File: config.mk
export PLATFORM = sky130hd
export DESIGN_NAME = ysyx_25030085_lsu
export DESIGN_NICKNAME = d
export VERILOG_FILES = /design/src/rtl/ysyx_25030085_lsu_pkg.sv /design/src/rtl/ysyx_25030085_lsu_align.sv /design/src/rtl/ysyx_25030085_lsu.sv
export SDC_FILE = /design/constraint.sdc
export NUM_CORES = 1
export LEC_CHECK = 0
export BUFFER_PORTS_ARGS = -buffer_cell sky130_fd_sc_hd__buf_2
export CAP_MARGIN = 20
export CORE_UTILIZATION = 46
export CTS_CLUSTER_SIZE = 16
export DETAILED_ROUTE_END_ITERATION = 6
export PLACE_DENSITY_LB_ADDON = 0.15
export SYNTH_ARGS = -nofsm -noshare
export SYNTH_HDL_FRONTEND = slang
export SYNTH_SLANG_ARGS = --single-unit
File: constraint.sdc
create_clock -name clk -period 2.1 [get_ports clk]
set_input_delay 0.42 -clock clk [delete_from_list [all_inputs] [get_ports clk]]
set_output_delay 0.42 -clock clk [all_outputs]
set_load 0.01 [all_outputs]
File: src/rtl/ysyx_25030085_lsu_pkg.sv
// ysyx_25030085_lsu_pkg
//   Shared definitions for the load/store unit:
//   - RV32I load/store funct3 encodings
//   - LSU state encoding
//   - default WAIT timeout
//   - f3_legal(): legality of a funct3 code for a load or a store
package ysyx_25030085_lsu_pkg;

    localparam int LSU_TIMEOUT_DEFAULT = 255;

    localparam logic [2:0] F3_B  = 3'b000;
    localparam logic [2:0] F3_H  = 3'b001;
    localparam logic [2:0] F3_W  = 3'b010;
    localparam logic [2:0] F3_BU = 3'b100;
    localparam logic [2:0] F3_HU = 3'b101;

    typedef enum logic [1:0] {
        ST_IDLE = 2'd0,
        ST_REQ  = 2'd1,
        ST_WAIT = 2'd2,
        ST_RESP = 2'd3
    } lsu_state_e;

    // Unsigned widths exist only for loads; stores accept B/H/W.
    function automatic logic f3_legal(input logic is_store, input logic [2:0] funct3);
        case (funct3)
            F3_B, F3_H, F3_W: return 1'b1;
            F3_BU, F3_HU:     return !is_store;
            default:          return 1'b0;
        endcase
    endfunction

endpackage

File: src/rtl/ysyx_25030085_lsu_align.sv
// ysyx_25030085_lsu_align
//   Purely combinational byte-lane logic for the LSU.
//   Datapath side (driven from the latched request):
//     is_store, funct3, lane, wdata  -> wstrb, wdata_rep
//     rdata (bus word)               -> load_data (lane-selected, extended)
//   Check side (driven from the incoming request):
//     chk_is_store, chk_funct3, chk_lane -> misalign, illegal
module ysyx_25030085_lsu_align
    import ysyx_25030085_lsu_pkg::*;
(
    input  logic        is_store,
    input  logic [2:0]  funct3,
    input  logic [1:0]  lane,
    input  logic [31:0] wdata,
    input  logic [31:0] rdata,
    input  logic        chk_is_store,
    input  logic [2:0]  chk_funct3,
    input  logic [1:0]  chk_lane,
    output logic [3:0]  wstrb,
    output logic [31:0] wdata_rep,
    output logic [31:0] load_data,
    output logic        misalign,
    output logic        illegal
);

    logic [31:0] shifted;

    // Move the addressed lane down to bit 0 before extension.
    assign shifted = rdata >> {lane, 3'b000};

    always_comb begin
        // NOTE: every output gets a default first so no path leaves one unassigned (no latch).
        wstrb     = 4'b0000;
        wdata_rep = wdata;
        load_data = 32'h0;
        case (funct3)
            F3_B: begin
                wstrb     = is_store ? (4'b0001 << lane) : 4'b0000;
                wdata_rep = {4{wdata[7:0]}};
                load_data = {{24{shifted[7]}}, shifted[7:0]};
            end
            F3_H: begin
                wstrb     = is_store ? (4'b0011 << lane) : 4'b0000;
                wdata_rep = {2{wdata[15:0]}};
                load_data = {{16{shifted[15]}}, shifted[15:0]};
            end
            F3_W: begin
                wstrb     = is_store ? 4'b1111 : 4'b0000;
                load_data = rdata;
            end
            F3_BU:   load_data = {24'h0, shifted[7:0]};
            F3_HU:   load_data = {16'h0, shifted[15:0]};
            default: load_data = 32'h0;
        endcase
    end

    always_comb begin
        misalign = 1'b0;
        case (chk_funct3)
            F3_H, F3_HU: misalign = chk_lane[0];
            F3_W:        misalign = |chk_lane;
            default:     misalign = 1'b0;
        endcase
        illegal = !f3_legal(chk_is_store, chk_funct3);
    end

endmodule

File: src/rtl/ysyx_25030085_lsu.sv
// ysyx_25030085_lsu
//   Single-outstanding load/store unit between the core and a simple
//   valid/ready memory bus. FSM: IDLE -> REQ -> WAIT -> RESP -> IDLE, with
//   IDLE -> RESP directly for misaligned / illegal requests, and WAIT -> RESP
//   with an error after TIMEOUT_CYCLES cycles without a bus response.
//   Ports:
//     clk, rst (sync, active-high)
//     core side : req_valid/req_ready, req_is_store, req_funct3, req_addr,
//                 req_wdata, resp_valid, resp_rdata, resp_err
//     bus side  : mem_req_valid/mem_req_ready, mem_we, mem_addr, mem_wdata,
//                 mem_wstrb, mem_resp_valid, mem_rdata
module ysyx_25030085_lsu
    import ysyx_25030085_lsu_pkg::*;
#(
    parameter int TIMEOUT_CYCLES = LSU_TIMEOUT_DEFAULT
) (
    input  logic        clk,
    input  logic        rst,
    input  logic        req_valid,
    output logic        req_ready,
    input  logic        req_is_store,
    input  logic [2:0]  req_funct3,
    input  logic [31:0] req_addr,
    input  logic [31:0] req_wdata,
    output logic        resp_valid,
    output logic [31:0] resp_rdata,
    output logic        resp_err,
    output logic        mem_req_valid,
    input  logic        mem_req_ready,
    output logic        mem_we,
    output logic [31:0] mem_addr,
    output logic [31:0] mem_wdata,
    output logic [3:0]  mem_wstrb,
    input  logic        mem_resp_valid,
    input  logic [31:0] mem_rdata
);

    localparam int CNT_W = (TIMEOUT_CYCLES < 2) ? 1 : $clog2(TIMEOUT_CYCLES + 1);

    lsu_state_e  state;
    logic        is_store_q;
    logic [2:0]  funct3_q;
    logic [31:0] addr_q;
    logic [31:0] wdata_q;
    logic [31:0] rdata_q;
    logic        err_q;
    logic [CNT_W-1:0] wait_cnt;
    logic [CNT_W-1:0] cnt_inc;

    logic [3:0]  wstrb;
    logic [31:0] wdata_rep;
    logic [31:0] load_data;
    logic        misalign;
    logic        illegal;

    ysyx_25030085_lsu_align u_align (
        .is_store     (is_store_q),
        .funct3       (funct3_q),
        .lane         (addr_q[1:0]),
        .wdata        (wdata_q),
        .rdata        (mem_rdata),
        .chk_is_store (req_is_store),
        .chk_funct3   (req_funct3),
        .chk_lane     (req_addr[1:0]),
        .wstrb        (wstrb),
        .wdata_rep    (wdata_rep),
        .load_data    (load_data),
        .misalign     (misalign),
        .illegal      (illegal)
    );

    assign cnt_inc = wait_cnt + 1'b1;

    always_ff @(posedge clk) begin
        // NOTE: sequential state uses non-blocking assignments so all registers update together.
        if (rst) begin
            state      <= ST_IDLE;
            is_store_q <= 1'b0;
            funct3_q   <= 3'b000;
            addr_q     <= 32'h0;
            wdata_q    <= 32'h0;
            rdata_q    <= 32'h0;
            err_q      <= 1'b0;
            wait_cnt   <= '0;
        end else begin
            case (state)
                ST_IDLE: begin
                    wait_cnt <= '0;
                    if (req_valid) begin
                        is_store_q <= req_is_store;
                        funct3_q   <= req_funct3;
                        addr_q     <= req_addr;
                        wdata_q    <= req_wdata;
                        // Bad requests never reach the bus.
                        if (misalign || illegal) begin
                            rdata_q <= 32'h0;
                            err_q   <= 1'b1;
                            state   <= ST_RESP;
                        end else begin
                            state   <= ST_REQ;
                        end
                    end
                end
                ST_REQ: begin
                    wait_cnt <= '0;
                    if (mem_req_ready) state <= ST_WAIT;
                end
                ST_WAIT: begin
                    if (mem_resp_valid) begin
                        rdata_q  <= is_store_q ? 32'h0 : load_data;
                        err_q    <= 1'b0;
                        wait_cnt <= '0;
                        state    <= ST_RESP;
                    end else if (cnt_inc == CNT_W'(TIMEOUT_CYCLES)) begin
                        rdata_q  <= 32'h0;
                        err_q    <= 1'b1;
                        wait_cnt <= '0;
                        state    <= ST_RESP;
                    end else begin
                        wait_cnt <= cnt_inc;
                    end
                end
                ST_RESP: state <= ST_IDLE;
                default: state <= ST_IDLE;
            endcase
        end
    end

    // All outputs are decoded from registers only.
    assign req_ready     = (state == ST_IDLE);
    assign resp_valid    = (state == ST_RESP);
    assign resp_rdata    = rdata_q;
    assign resp_err      = err_q;
    assign mem_req_valid = (state == ST_REQ);
    assign mem_we        = is_store_q;
    assign mem_addr      = {addr_q[31:2], 2'b00};
    assign mem_wdata     = wdata_rep;
    assign mem_wstrb     = wstrb;

endmodule

==> results.md, run 1 <==
- Number of global-route vias before repair: 5,166
- Core Box Area: 0.01267 mm2
- Worst Max-Slew Pin Slew: 713.5 ps
- Fin crit period: 2050 ps
- Root Driver: clkbuf_16
- Hold WS: 300.5 ps
- Starting Density: 0.4719
- # setup viols final: 0
- CTS HTree Levels: 3
- Layout area overhead: 22.01%
- Pins Over Slew Limit: 0
- Die ar.: ~0.013 mm2
- Largest net degree at the start of global routing: 69
- Via count: 5,508
- Vias per cell: ~5.2
- Row Count: 41
- Async S/R FF share, synth: 0
- Clk sinks: roughly 110
- Yosys reg bits: 111
- Cell Area, Placed: between 0.006 and 0.007 mm2
- DR DRC count: 0
- Cells after Synth: roughly 730
- Clk pwr share: 0.228
- Die height: 116.0 um
- Worst setup EP type: output port
- R2R setup slack: 130 ps
- Initial antenna violation count: 0
- Critical Path Source Type: register
- Final instance area: 0.007296 mm2
- Final std cells w/o fill: approximately 1,100
- Max Freq: just under 500 MHz
- First-pass DRT Iterations: 4
- Iteration-0 DRC count of the detailed router: approximately 300
- CP arrival: 1630 ps
- Layout cells sized above 1: 0.3337
- Max cap viols: 0
- Combinational Power Share: 0.410
- Gpl congestion: 0.8295
- Post-synth EDFFs: 0
- Crit path kind: register to output port
- Grt ovf: 0
- HP Class: input pin to register
- Sw power: 0.002664 W
- Post-Route Skew: 4.575 ps
- CTS tree: done
- Seq pwr share: 0.362
- N_diodes: 0
- Pwr Density: 980.5 mW/mm2
- Chip width: 116.0 um
- Fin nets: between 1,000 and 1,500
- Library cells used by synthesis: 55
- All-Layer GR Usage: 0.2311
- Relative slew slack: 0.5243
- Hold-fix buffers at CTS: 0
- Pwr Total: 0.007153 W
- Internal: 0.004489 W
- Post-synthesis sequential area ratio: 0.3716
- Primary FF master, synth: dfxtp_1
- Global-route wire length before repair: roughly 25,000 um
- Critical path fanouts, max: 9
- Switching Fraction: 0.3725
- Mean Syn Cell Area: 8.158 um2
- Crit path required time: 1680 ps
- Io pins: between 200 and 250
- Period utilization: 0.9762
- Inserted Clock Buffers: 9
- Final wirelength: 15,700 um
- Clock-pin slew on the worst setup and hold paths: 70 ps
- Static leakage: around 3.3 nW
- Mapped Area: approximately 0.006 mm2
- VDD IR max: 0.6308 mV
- Yosys warns: 0
- CTS max path bufs: 2
- DRT antenna net count: 0
- Status: completed
- Hold Vio Cnt, Final: 0
- Routed len/inst: roughly 15 um
- Clock Latency Late Sink: 350 ps
- Final HPWL DP: 11,120 um
- Placed cell count: 1,045
- Total negative slack: 0 ps
- Number of buffers added on ports: between 200 and 250
==> through the flow <==
step	utilization	worst slack, ps
5_1_grt	0.5758	-16.06
6_report	0.5758	49.94
4_1_cts	0.5699	5.224
3_5_place_dp	0.5468	53.07
3_3_place_gp	0.5468	104.1
2_1_floorplan	-	82.95
==> power groups by stage <==
stage / registers (W) / logic (W) / clock network [W]
after global placement: 0.00261 / 0.00279 / 0
after detailed placement: 0.00263 / 0.00282 / 0
after floorplan: 0.00258 / 0.00212 / 0
final: 0.00259 / 0.00293 / 0.00163
after CTS: 0.00259 / 0.00285 / 0.00169
after global routing: 0.00263 / 0.00323 / 0.00177
==> cells by family (layout without fill, tap and decap cells) <==
family,Yosys count,count (layout),share of synthesized area
and+or+nand+nor,269,269,0.2101
muxes,65,65,0.1199
buffers and inverters,101,263,0.09688
AOI/OAI and AO/OA,168,168,0.1676
other,1,2,0.0006271
DFF,111,111,0.3716
adders and majority gates,11,11,0.02302
xor gates and xnor gates,7,7,0.01025
==> layout by cell type, fill, tap and decap left out, drive strengths merged, types with 4 or more instances in the layout <==
master	count
a2111oi	7
a211oi	8
a21oi	105
a22oi	7
a31oi	5
and2	25
buf	238
clkbuf	10
clkinv	5
dfxtp	111
ha	11
inv	9
mux2	25
mux2i	39
nand2	155
nand2b	25
nand3	4
nor2	23
nor2b	13
nor3	12
o21ai	17
o2bb2ai	7
xor2	4
==> worst max-delay path: stages (launching register included) <==
cell,delay (ps)
dfxtp_2,370
nor3_4,260
buf_12,160
mux2_2,330
buf_2,150
==> per-layer routing <==
metal	GRT usage	vias up	wire (um)
met5	0	-	0
met4	0.08291	0	287
met3	0.05910	23	1121
met2	0.3869	183	7530
met1	0.2868	2540	6762
li1	-	2762	-
==> final timing paths <==
check / from / end / cells past startpoint
worst max register to register: wait_cnt[0]$_SDFFE_PP0P_ / resp_rdata[10]$_SDFFE_PP0P_ / 7
worst min register to register: addr_q[24]$_SDFFE_PP0P_ / addr_q[24]$_SDFFE_PP0P_ / 2
worst max-delay path: funct3_q[0]$_SDFFE_PP0P_ / mem_wdata[14] / 4
worst min-delay path: req_addr[9] / addr_q[9]$_SDFFE_PP0P_ / 3
==> timing repair <==
item | 4_1_cts | 5_1_grt
buffers inserted | 1 | 6
resized for setup | 2 | 11
pin swaps | 1 | 1
endpoints found under the setup margin | 11 | 47
==> Yosys cell counts (all sizes together) (5+ instances only) <==
library cell / instances / area share
a2111oi: 7 / 0.010
a211oi: 8 / 0.010
a21oi: 105 / 0.089
a22oi: 7 / 0.0088
a31oi: 5 / 0.0052
and2: 25 / 0.026
buf: 57 / 0.068
clkbuf: 35 / 0.023
dfxtp: 111 / 0.37
ha: 11 / 0.023
inv: 8 / 0.0050
mux2: 25 / 0.051
mux2i: 39 / 0.065
nand2: 155 / 0.098
nand2b: 25 / 0.026
nor2: 23 / 0.014
nor2b: 13 / 0.014
nor3: 12 / 0.012
o21ai: 17 / 0.015
o2bb2ai: 7 / 0.010
==> area by class of cell <==
cell class,count,area (um2)
Tap cell,172,215.2
Multi-Input combinational cell,522,3212
Sequential cell,111,2231
Fill cell,1208,5375
Clock buffer,10,239.0
Inverter,9,33.78
Timing Repair Buffer,238,1321
Clock inverter,6,43.79
==> flip-flops by register name (all words and copies together), names as in the netlist <==
name        count
funct3_q        3
addr_q         32
state           2
resp_rdata     32
resp_err        1
wait_cnt        8
wdata_q        32
mem_we          1
Power figures use the tool's default switching activity.
==> run 2: changes to the inputs <==
- clock period: 2.1 -> 1.7 ns (I/O delays scaled with it)
==> run 2 against run 1 <==
Compared with the run above: clock skew is 1.8 ps higher; largest power group unchanged; final cell count up 6.2%; via count increased by 9.1%; clock power grew 36%; the run now ends with setup timing left; critical endpoint is now mem_wdata[13]; combinational power is 95% higher; critical path type unchanged; worst hold slack worse by 90 ps.
==> results.md, run 2 (synthesis results as in run 1) <==
- Pwr Density: 1259 mW/mm2 (+28%)
- RSZ-0062 raised after global routing: yes
- WHS Path Cells: 3 (unchanged)
- Fin crit period: 1958 ps
- Violated checks: setup timing
- Routed len/inst: 16.97 um (+15%)
- Crit path required time: 1360 ps (-320 ps)
- Hold path endpoint: addr_q[21]$_SDFFE_PP0P_
- # setup viols final: 71 (+71)
- Worst Max-Slew Pin Slew: 505.3 ps (-208.2 ps)
- Post-Route Skew: 6.326 ps (+1.751 ps)
- Seq pwr share: 0.288 (-0.074)
- Internal: 0.006988 W (+56%)
- Largest net degree at the start of global routing: 114 (+65%)
- Setup ws final: -258.1 ps (-308.0 ps)
- Relative slew slack: 0.6631 (+0.1388)
- FILL cells: 988 (-18%)
- Crit path kind: register to output port
- CP Launch Point: funct3_q[0]$_SDFFE_PP0P_
- Io pins: 210 (unchanged)
- Final wirelength: 19,240 um (+23%)
- Status: finished with violations
- Clk pwr share: 0.199 (-0.029)
- Clk sinks: 111 (unchanged)
- Initial antenna violation count: 1 (+1)
- Row Count: 41 (unchanged)
- Static leakage: 3.924 nW (+18%)
- Setup slack at placement: -208.3 ps (-261.4 ps)
- Total negative slack: -10,980 ps (-10,980 ps)
- Hold Vio Cnt, Final: 0 (unchanged)
- DRT antenna net count: 0 (unchanged)
- Reg-to-Reg End: resp_rdata[10]$_SDFFE_PP0P_
- Grt ovf: 0 (unchanged)
- Most common cell after layout, fill and taps aside: buf_2
- First-pass DRT Iterations: 5 (+1)
- Final HPWL DP: 11,600 um (+4.4%)
- Combinational Power Share: 0.512 (+0.102)
- Max cap viols: 0 (unchanged)
- Clock Latency Late Sink: 360 ps (about the same)
- CTS max path bufs: 2 (unchanged)
- CTS HTree Levels: 3 (unchanged)
- Max Freq: 510.7 MHz
- CTS tree: done
- Critical Path Source Type: register
- Period utilization: 1.152
- Reg2reg start: wait_cnt[0]$_SDFFE_PP0P_
- Iteration-0 DRC count of the detailed router: 389 (+32%)
- Global-route wire length before repair: 27,460 um (+11%)
- Number of buffers added on ports: 207 (unchanged)
- Area occupied by registers: 0.002255 mm2 (+1.1%)
- Clock-pin slew on the worst setup and hold paths: 80 ps (about the same)
- Inserted Clock Buffers: 9 (unchanged)
- Sw power: 0.004146 W (+56%)
- All-Layer GR Usage: 0.2607 (+0.02954)
- Layout cells sized above 1: 0.4568 (+0.1231)
- Via count: 6,009 (+9.1%)
- DR DRC count: 0 (unchanged)
- Die ar.: 0.01346 mm2 (unchanged)
- Fin nets: 1,072 (+6.5%)
- Vias per cell: 5.299 (+2.7%)
- Pins Over Slew Limit: 0 (unchanged)
- Layout area overhead: 47.92%
- CP arrival: 1620 ps (about the same)
- Root Driver: clkbuf_16
- Multi-input logic area: 0.003756 mm2 (+17%)
- Core Box Area: 0.01267 mm2 (unchanged)
- Most frequent cells in the layout: 188 x buf_2, 151 x nand2_1, 99 x dfxtp_1
- VDD IR max: 0.7773 mV (+23%)
- Critical path fanouts, max: 8 (-1)
- Starting Density: 0.4719 (unchanged)
- Worst Reg-to-Reg Cells: 7 (unchanged)
- Switching Fraction: 0.3724 (about the same)
- Worst setup EP type: output port
- HP Class: input pin to register
- Chip width: 116.0 um (unchanged)
- Number of global-route vias before repair: 5,500 (+6.5%)
- Die height: 116.0 um (unchanged)
- Min-delay src: req_addr[21]
- Gpl congestion: 0.8957 (+8.0%)
- Post-layout util: 0.6980 (+0.1222)
- R2R setup slack: -210 ps (-340 ps)
==> run 2: changes by cell type in the layout (fill, tap and decap cells not counted), moves of 10 or more <==
cell / delta
buf_4: +27
mux2_4: +17
nor2_1: -12
o21ai_0: -10
buf_6: +37
mux2_2: -17
buf_2: -18
==> run 2: how the worst max path moves through the flow <==
stage	endpoint	slack (ps)	cells past startpoint
2_1_floorplan	resp_rdata[10]$_SDFFE_PP0P_	-140	8
3_3_place_gp	resp_rdata[8]$_SDFFE_PP0P_	-170	6
3_5_place_dp	resp_rdata[25]$_SDFFE_PP0P_	-210	7
4_1_cts	mem_wdata[18]	-260	4
5_1_grt	mem_wdata[13]	-310	4
6_report	mem_wdata[13]	-260	4
==> run 2: critical path, cell delays in order, from the launching register on <==
cell     delay (ps)
dfxtp_4         370
nor3_4          260
buf_12          180
mux2_4          320
buf_6           130
==> run 2: power by group through the flow <==
stage / logic, W / registers [W] / clock network [W]
6_report: 0.00570 / 0.00321 / 0.00222
3_5_place_dp: 0.00393 / 0.00322 / 0
2_1_floorplan: 0.00271 / 0.00319 / 0
3_3_place_gp: 0.00387 / 0.00320 / 0
5_1_grt: 0.00609 / 0.00325 / 0.00237
4_1_cts: 0.00487 / 0.00317 / 0.00227
==> run 2: layout make-up <==
| class | count | area share |
|---|---|---|
| inverters | 9 | 0.005234 |
| multi-input cells | 523 | 0.4247 |
| repair buffers | 302 | 0.2562 |
| clock inverters | 6 | 0.008488 |
| well taps | 172 | 0.02433 |
| flip-flops and latches | 111 | 0.2549 |
| clock buffers | 10 | 0.02589 |
| diodes | 1 | 0.0002829 |
==> run 2: repair_timing <==
action                                 4_1_cts  5_1_grt
gates resized for setup                     89       94
buffers inserted                            22       16
pin swaps                                   19       22
setup endpoints to repair                   71      121
hold buffers                                 0        0
endpoints found under the hold margin        0        0
cloned                                       6        5
==> run 2: per-layer routing <==
metal / share of wire / GRT usage / up-vias
met3: 0.076 / 0.08473 / 31
met5: 0 / 0 / -
met4: 0.020 / 0.08291 / 0
met1: 0.40 / 0.3229 / 2851
li1: - / - / 2894
met2: 0.50 / 0.4282 / 233
==> run 2: metrics by stage <==
stage / hold WS (ps) / cell area (um2) / std cells / total power, W
after detailed placement: 443.9 / 7274 / 1073 / 0.007146
final: 210.2 / 8845 / 1134 / 0.01113
after global routing: 206.2 / 8842 / 1133 / 0.01171
after CTS: 197.5 / 8257 / 1117 / 0.01031
after global placement: 440.0 / 7274 / 1073 / 0.007072
after floorplan: 433.8 / 6086 / 734 / 0.005904
